## src/rtl/usr_seq_ctrl.sv

```systemverilog
// rtl/usr_seq_ctrl.sv - command sequencer for a universal shift register
//
// Accepts one LOAD / SHR / SHL / ROT command at a time and drives the mode
// select, serial fill and parallel data of an external universal shift
// register. It then reports completion with a one-cycle done pulse that
// carries the register contents.
//
// Ports:
//   clk, rst_n              clock, asynchronous active-low reset
//   cmd_valid, cmd_ready    command handshake (ready only while idle)
//   cmd_op                  00 LOAD, 01 SHR, 10 SHL, 11 ROT (rotate right)
//   cmd_cnt                 shift steps (ignored for LOAD)
//   cmd_data                parallel value for LOAD
//   cmd_sin                 serial fill bit for SHR / SHL
//   s1, s0                  register mode: 00 hold, 01 right, 10 left, 11 load
//   sr, sl                  serial inputs (sr fills MSB, sl fills LSB)
//   pdin                    parallel data to the register
//   pdout                   current register contents
//   done, err, rsp_data     completion pulse, reject flag, result value
//
// Build option: define USR_SEQ_CTRL_ROT_EN to execute ROT; otherwise ROT is
// rejected (err=1) without touching the register.

module usr_seq_ctrl #(
  parameter int WIDTH = 4,
  parameter int CW    = 3
) (
  input  logic             clk,
  input  logic             rst_n,
  input  logic             cmd_valid,
  output logic             cmd_ready,
  input  logic [1:0]       cmd_op,
  input  logic [CW-1:0]    cmd_cnt,
  input  logic [WIDTH-1:0] cmd_data,
  input  logic             cmd_sin,
  output logic             s1,
  output logic             s0,
  output logic             sr,
  output logic             sl,
  output logic [WIDTH-1:0] pdin,
  input  logic [WIDTH-1:0] pdout,
  output logic             done,
  output logic             err,
  output logic [WIDTH-1:0] rsp_data
);

  localparam logic [1:0] OP_LOAD = 2'b00;
  localparam logic [1:0] OP_SHR  = 2'b01;
  localparam logic [1:0] OP_SHL  = 2'b10;
  localparam logic [1:0] OP_ROT  = 2'b11;

`ifdef USR_SEQ_CTRL_ROT_EN
  localparam bit ROT_EN = 1'b1;
`else
  localparam bit ROT_EN = 1'b0;
`endif

  typedef enum logic [1:0] {
    ST_IDLE  = 2'd0,
    ST_LOAD  = 2'd1,
    ST_SHIFT = 2'd2,
    ST_DONE  = 2'd3
  } state_t;

  state_t           state, state_n;
  logic [1:0]       op_q;
  logic [CW-1:0]    cnt_q;
  logic [WIDTH-1:0] data_q;
  logic             sin_q;
  logic             err_q;

  logic accept;
  logic reject;

  assign accept = cmd_valid && (state == ST_IDLE);
  assign reject = (cmd_op == OP_ROT) && !ROT_EN;

  always_ff @(posedge clk or negedge rst_n) begin
    if (!rst_n) begin
      state  <= ST_IDLE;
      op_q   <= OP_LOAD;
      cnt_q  <= '0;
      data_q <= '0;
      sin_q  <= 1'b0;
      err_q  <= 1'b0;
    end else begin
      state <= state_n;
      if (accept) begin
        op_q   <= cmd_op;
        cnt_q  <= cmd_cnt;
        data_q <= cmd_data;
        sin_q  <= cmd_sin;
        err_q  <= reject;
      end else if (state == ST_SHIFT) begin
        cnt_q <= cnt_q - CW'(1);
      end
    end
  end

  always_comb begin
    state_n   = state;
    cmd_ready = 1'b0;
    s1        = 1'b0;
    s0        = 1'b0;
    sr        = 1'b0;
    sl        = 1'b0;
    pdin      = '0;
    done      = 1'b0;
    err       = 1'b0;
    rsp_data  = '0;
    case (state)
      ST_IDLE: begin
        cmd_ready = 1'b1;
        if (cmd_valid) begin
          if (reject)                  state_n = ST_DONE;
          else if (cmd_op == OP_LOAD)  state_n = ST_LOAD;
          else if (cmd_cnt == '0)      state_n = ST_DONE;
          else                         state_n = ST_SHIFT;
        end
      end
      ST_LOAD: begin
        s1      = 1'b1;
        s0      = 1'b1;
        pdin    = data_q;
        state_n = ST_DONE;
      end
      ST_SHIFT: begin
        if (op_q == OP_SHL) begin
          s1 = 1'b1;
          sl = sin_q;
        end else begin
          // SHR and ROT both shift right; ROT feeds the outgoing LSB back in.
          s0 = 1'b1;
          sr = (op_q == OP_SHR) ? sin_q : pdout[0];
        end
        // cnt_q holds the steps still to run including this one.
        if (cnt_q == CW'(1)) state_n = ST_DONE;
      end
      ST_DONE: begin
        done     = 1'b1;
        err      = err_q;
        rsp_data = pdout;
        state_n  = ST_IDLE;
      end
      default: state_n = ST_IDLE;
    endcase
  end

endmodule

```

## config.mk

```make
export PLATFORM = sky130hd
export DESIGN_NAME = usr_seq_ctrl
export DESIGN_NICKNAME = d
export VERILOG_FILES = /design/src/rtl/usr_seq_ctrl.sv
export SDC_FILE = /design/constraint.sdc
export NUM_CORES = 1
export LEC_CHECK = 0
export ABC_AREA = 1
export CORE_MARGIN = 4
export CORE_UTILIZATION = 46
export DETAILED_ROUTE_END_ITERATION = 8
export PLACE_DENSITY = 0.81
export SYNTH_ARGS = -nofsm -noshare
export SYNTH_HDL_FRONTEND = slang
export SYNTH_SLANG_ARGS = --single-unit
export TNS_END_PERCENT = 1
```

## constraint.sdc

```tcl
create_clock -name clk -period 2.8 [get_ports clk]
set_clock_uncertainty 0.2 [all_clocks]
set_input_delay 0.42 -clock clk [delete_from_list [all_inputs] [get_ports clk]]
set_output_delay 0.42 -clock clk [all_outputs]
set_load 0.01 [all_outputs]
```

==> reports/qor.csv <==
stage,metric,value,unit
power_and_ir_drop,p_per_area,958,nW/um^2
cells_and_area,n_antenna_cell,0,
power_and_ir_drop,cellInternalPower,0.655,mW
placement,port_buffers,31,
sta,finalSetupViolCount,0,
sta,worst_slew_pin_slew,0.603,ns
yosys,ys_warn_count,0,
drt,wl_met1,767,um
job,drv_cap,0,
drt,drc_errors,0,
cells_and_area,final_common_cell,nand2_1,
drt,dr_wl_met2,932,um
global_route,grt_remaining_overflow,0,
clocking,htreeDepth,1,
floorplanning,rows,15,
sta,hold_violations,0,
yosys,ys_seq_elements,13,
drt,postRouteAntennaNets,0,
placement,placed_area,1160,um^2
floorplanning,ioPinCount,32,
floorplanning,start_util,48.1,%
global_route,grt_max_degree,17,
clocking,cts_tree,done,
power_and_ir_drop,comb_power_share,59.8,%
power_and_ir_drop,max-vdd-ir-drop,527,uV
placement,place_ws,0.444,ns
power_and_ir_drop,pwr-share-seq,30.1,%
clocking,root_buffer,clkbuf_4,
drt,wl_met3,128,um
status,outcome,finished clean,
drt,first_pass_iters,2,
floorplanning,coreArea,1730,um^2
worst_setup_path,timing.rr.start,state[1],
clocking,cts_hold_buf,0,
worst_setup_path,r2r_end,cnt_q[1],
drt,routed_via_density,4.57,
cells_and_area,final_area,1190,um^2
global_route,grt_pass1_wl,3300,um
clocking,clk_latency,0.28,ns
worst_setup_path,cp-startpoint,state[0],
cells_and_area,drive_gt1_share,6.08,%
global_route,grt_pass1_vias,794,
placement,gp_congestion,0.822,
cells_and_area,fin_nets,174,
power_and_ir_drop,power.total,1.14,mW
worst_setup_path,crit_required,2.18,ns
floorplanning,die_h,50.5,um
yosys,synth_nets,139,
clocking,cts_buffers,3,
clocking,clk_pin_slew,0.08,ns
global_route,antenna_found_initial,0,
power_and_ir_drop,power_switching,0.482,mW
clocking,max-clock-path-buffers,2,
sta,setup_slack,0.190,ns
global_route,grtUsageTotal,17.5,%
drt,wl,1880,um
worst_setup_path,cp_max_fo,6,
worst_setup_path,r2r_cells,6,
sta,fin_crit,2.61,ns
sta,max_slew_margin,59.7,%
hold_path,hold_class,register to register,
yosys,synth_cell_types,17,
worst_setup_path,startpoint_type,register,
cells_and_area,syn_to_final_growth,42.9,%
cells_and_area,layout_common_cells,"39 x nand2_1, 31 x clkdlybuf4s50_1, 23 x inv_1",
drt,initialDrtViolationCount,4,
sta,fin_crit_sh,93.2,%
power_and_ir_drop,p_leak,0.636,nW
power_and_ir_drop,switching_share,42.4,%
sta,fin_tns_setup,0,ns
drt,wl_per_cell,10.8,um
clocking,cts_setup_buffers,0,
placement,hpwl,1560,um
clocking,numClockSinks,13,
sta,max_freq,383,MHz
sta,drv_slew,0,
floorplanning,dieWidth,50.5,um
worst_setup_path,worst_setup_path_end_kind,output port,
sta,rsz0062_at_grt,false,
floorplanning,dieArea,2550,um^2
hold_path,min_from,data_q[0],
drt,highest_layer,met4,
yosys,synth_cells,114,
yosys,netlist_area,831,um^2
hold_path,hold_depth,2,
hold_path,whs_endpoint,data_q[0],
worst_setup_path,r2r_slack,1.12,ns
yosys,ys_seq_area_share,39.2,%
worst_setup_path,worstPathArrival,1.99,ns
clocking,cts_resized,0,
worst_setup_path,critPathKind,register to output port,
yosys,synth.avg_cell_area,7.29,um^2
drt,vias,791,
power_and_ir_drop,power.share.clock,10.2,%
==> power by group through the flow <==
stage | logic (mW) | registers [mW] | clock network (mW)
2_1_floorplan | 0.431 | 0.329 | 0
3_3_place_gp | 0.662 | 0.340 | 0
3_5_place_dp | 0.685 | 0.347 | 0
4_1_cts | 0.689 | 0.343 | 0.120
5_1_grt | 0.772 | 0.355 | 0.130
6_report | 0.680 | 0.342 | 0.116
==> cell families after synthesis <==
logic type | count (synthesis) | share of synthesized area [%]
DFF | 13 | 39.2
xor gates and xnor gates | 1 | 1.05
and+or+nand+nor | 53 | 25.6
buffers and inverters | 25 | 12.2
AOI/OAI and AO/OA | 14 | 9.94
adders and majority gates | 8 | 12.0
==> area by class of cell <==
class,count,area (um^2)
Clock buffer,4,26.3
Fill cell,161,539
Inverter,24,90.1
Multi-Input combinational cell,76,404
Sequential cell,13,325
Tap cell,25,31.3
Timing Repair Buffer,31,310
==> Yosys cell counts, drive strengths merged <==
cell	instances	area (um^2)
o21ai	5	25.0
nor2	7	26.3
o221ai	1	8.76
o211ai	1	7.51
inv	24	90.1
a21oi	6	33.8
nand3	3	15.0
nand2	43	171
a211oi	1	7.51
xor2	1	8.76
ha	8	100
dfrtp	13	325
buf	1	11.3
==> through the flow <==
step | hold WS, ns | std cells | util, %
after CTS | 0.290 | 173 | 68.8
after global placement | 0.263 | 169 | 67.2
after detailed placement | 0.270 | 169 | 67.2
final | 0.283 | 173 | 68.8
after global routing | 0.315 | 173 | 68.8
after floorplan | -0.0756 | 114 | -
==> per-layer routing <==
| layer | vias to the layer above | GRT usage (%) |
|---|---|---|
| met5 | - | 0 |
| met4 | 0 | 9.87 |
| met3 | 5 | 3.56 |
| met2 | 29 | 32.4 |
| met1 | 348 | 18.2 |
| li1 | 409 | - |
==> worst max path at each step <==
stage | end | cells after the start
final | sr | 5
after detailed placement | sr | 4
after floorplan | sr | 4
after CTS | sr | 5
after global placement | sr | 4
after global routing | sr | 5
==> critical path: stages, from the launching register on <==
cell and delay [ns]:
dfrtp_1 0.41, inv_1 0.13, ha_1 0.28, nand2_1 0.08, a211oi_1 0.22, clkdlybuf4s50_1 0.58
==> flip-flops by register name (all words and copies together) (netlist names) <==
signal	count
sin_q	1
op_q	2
state	2
cnt_q	3
err_q	1
data_q	4
(Power assumes the default switching activity.)
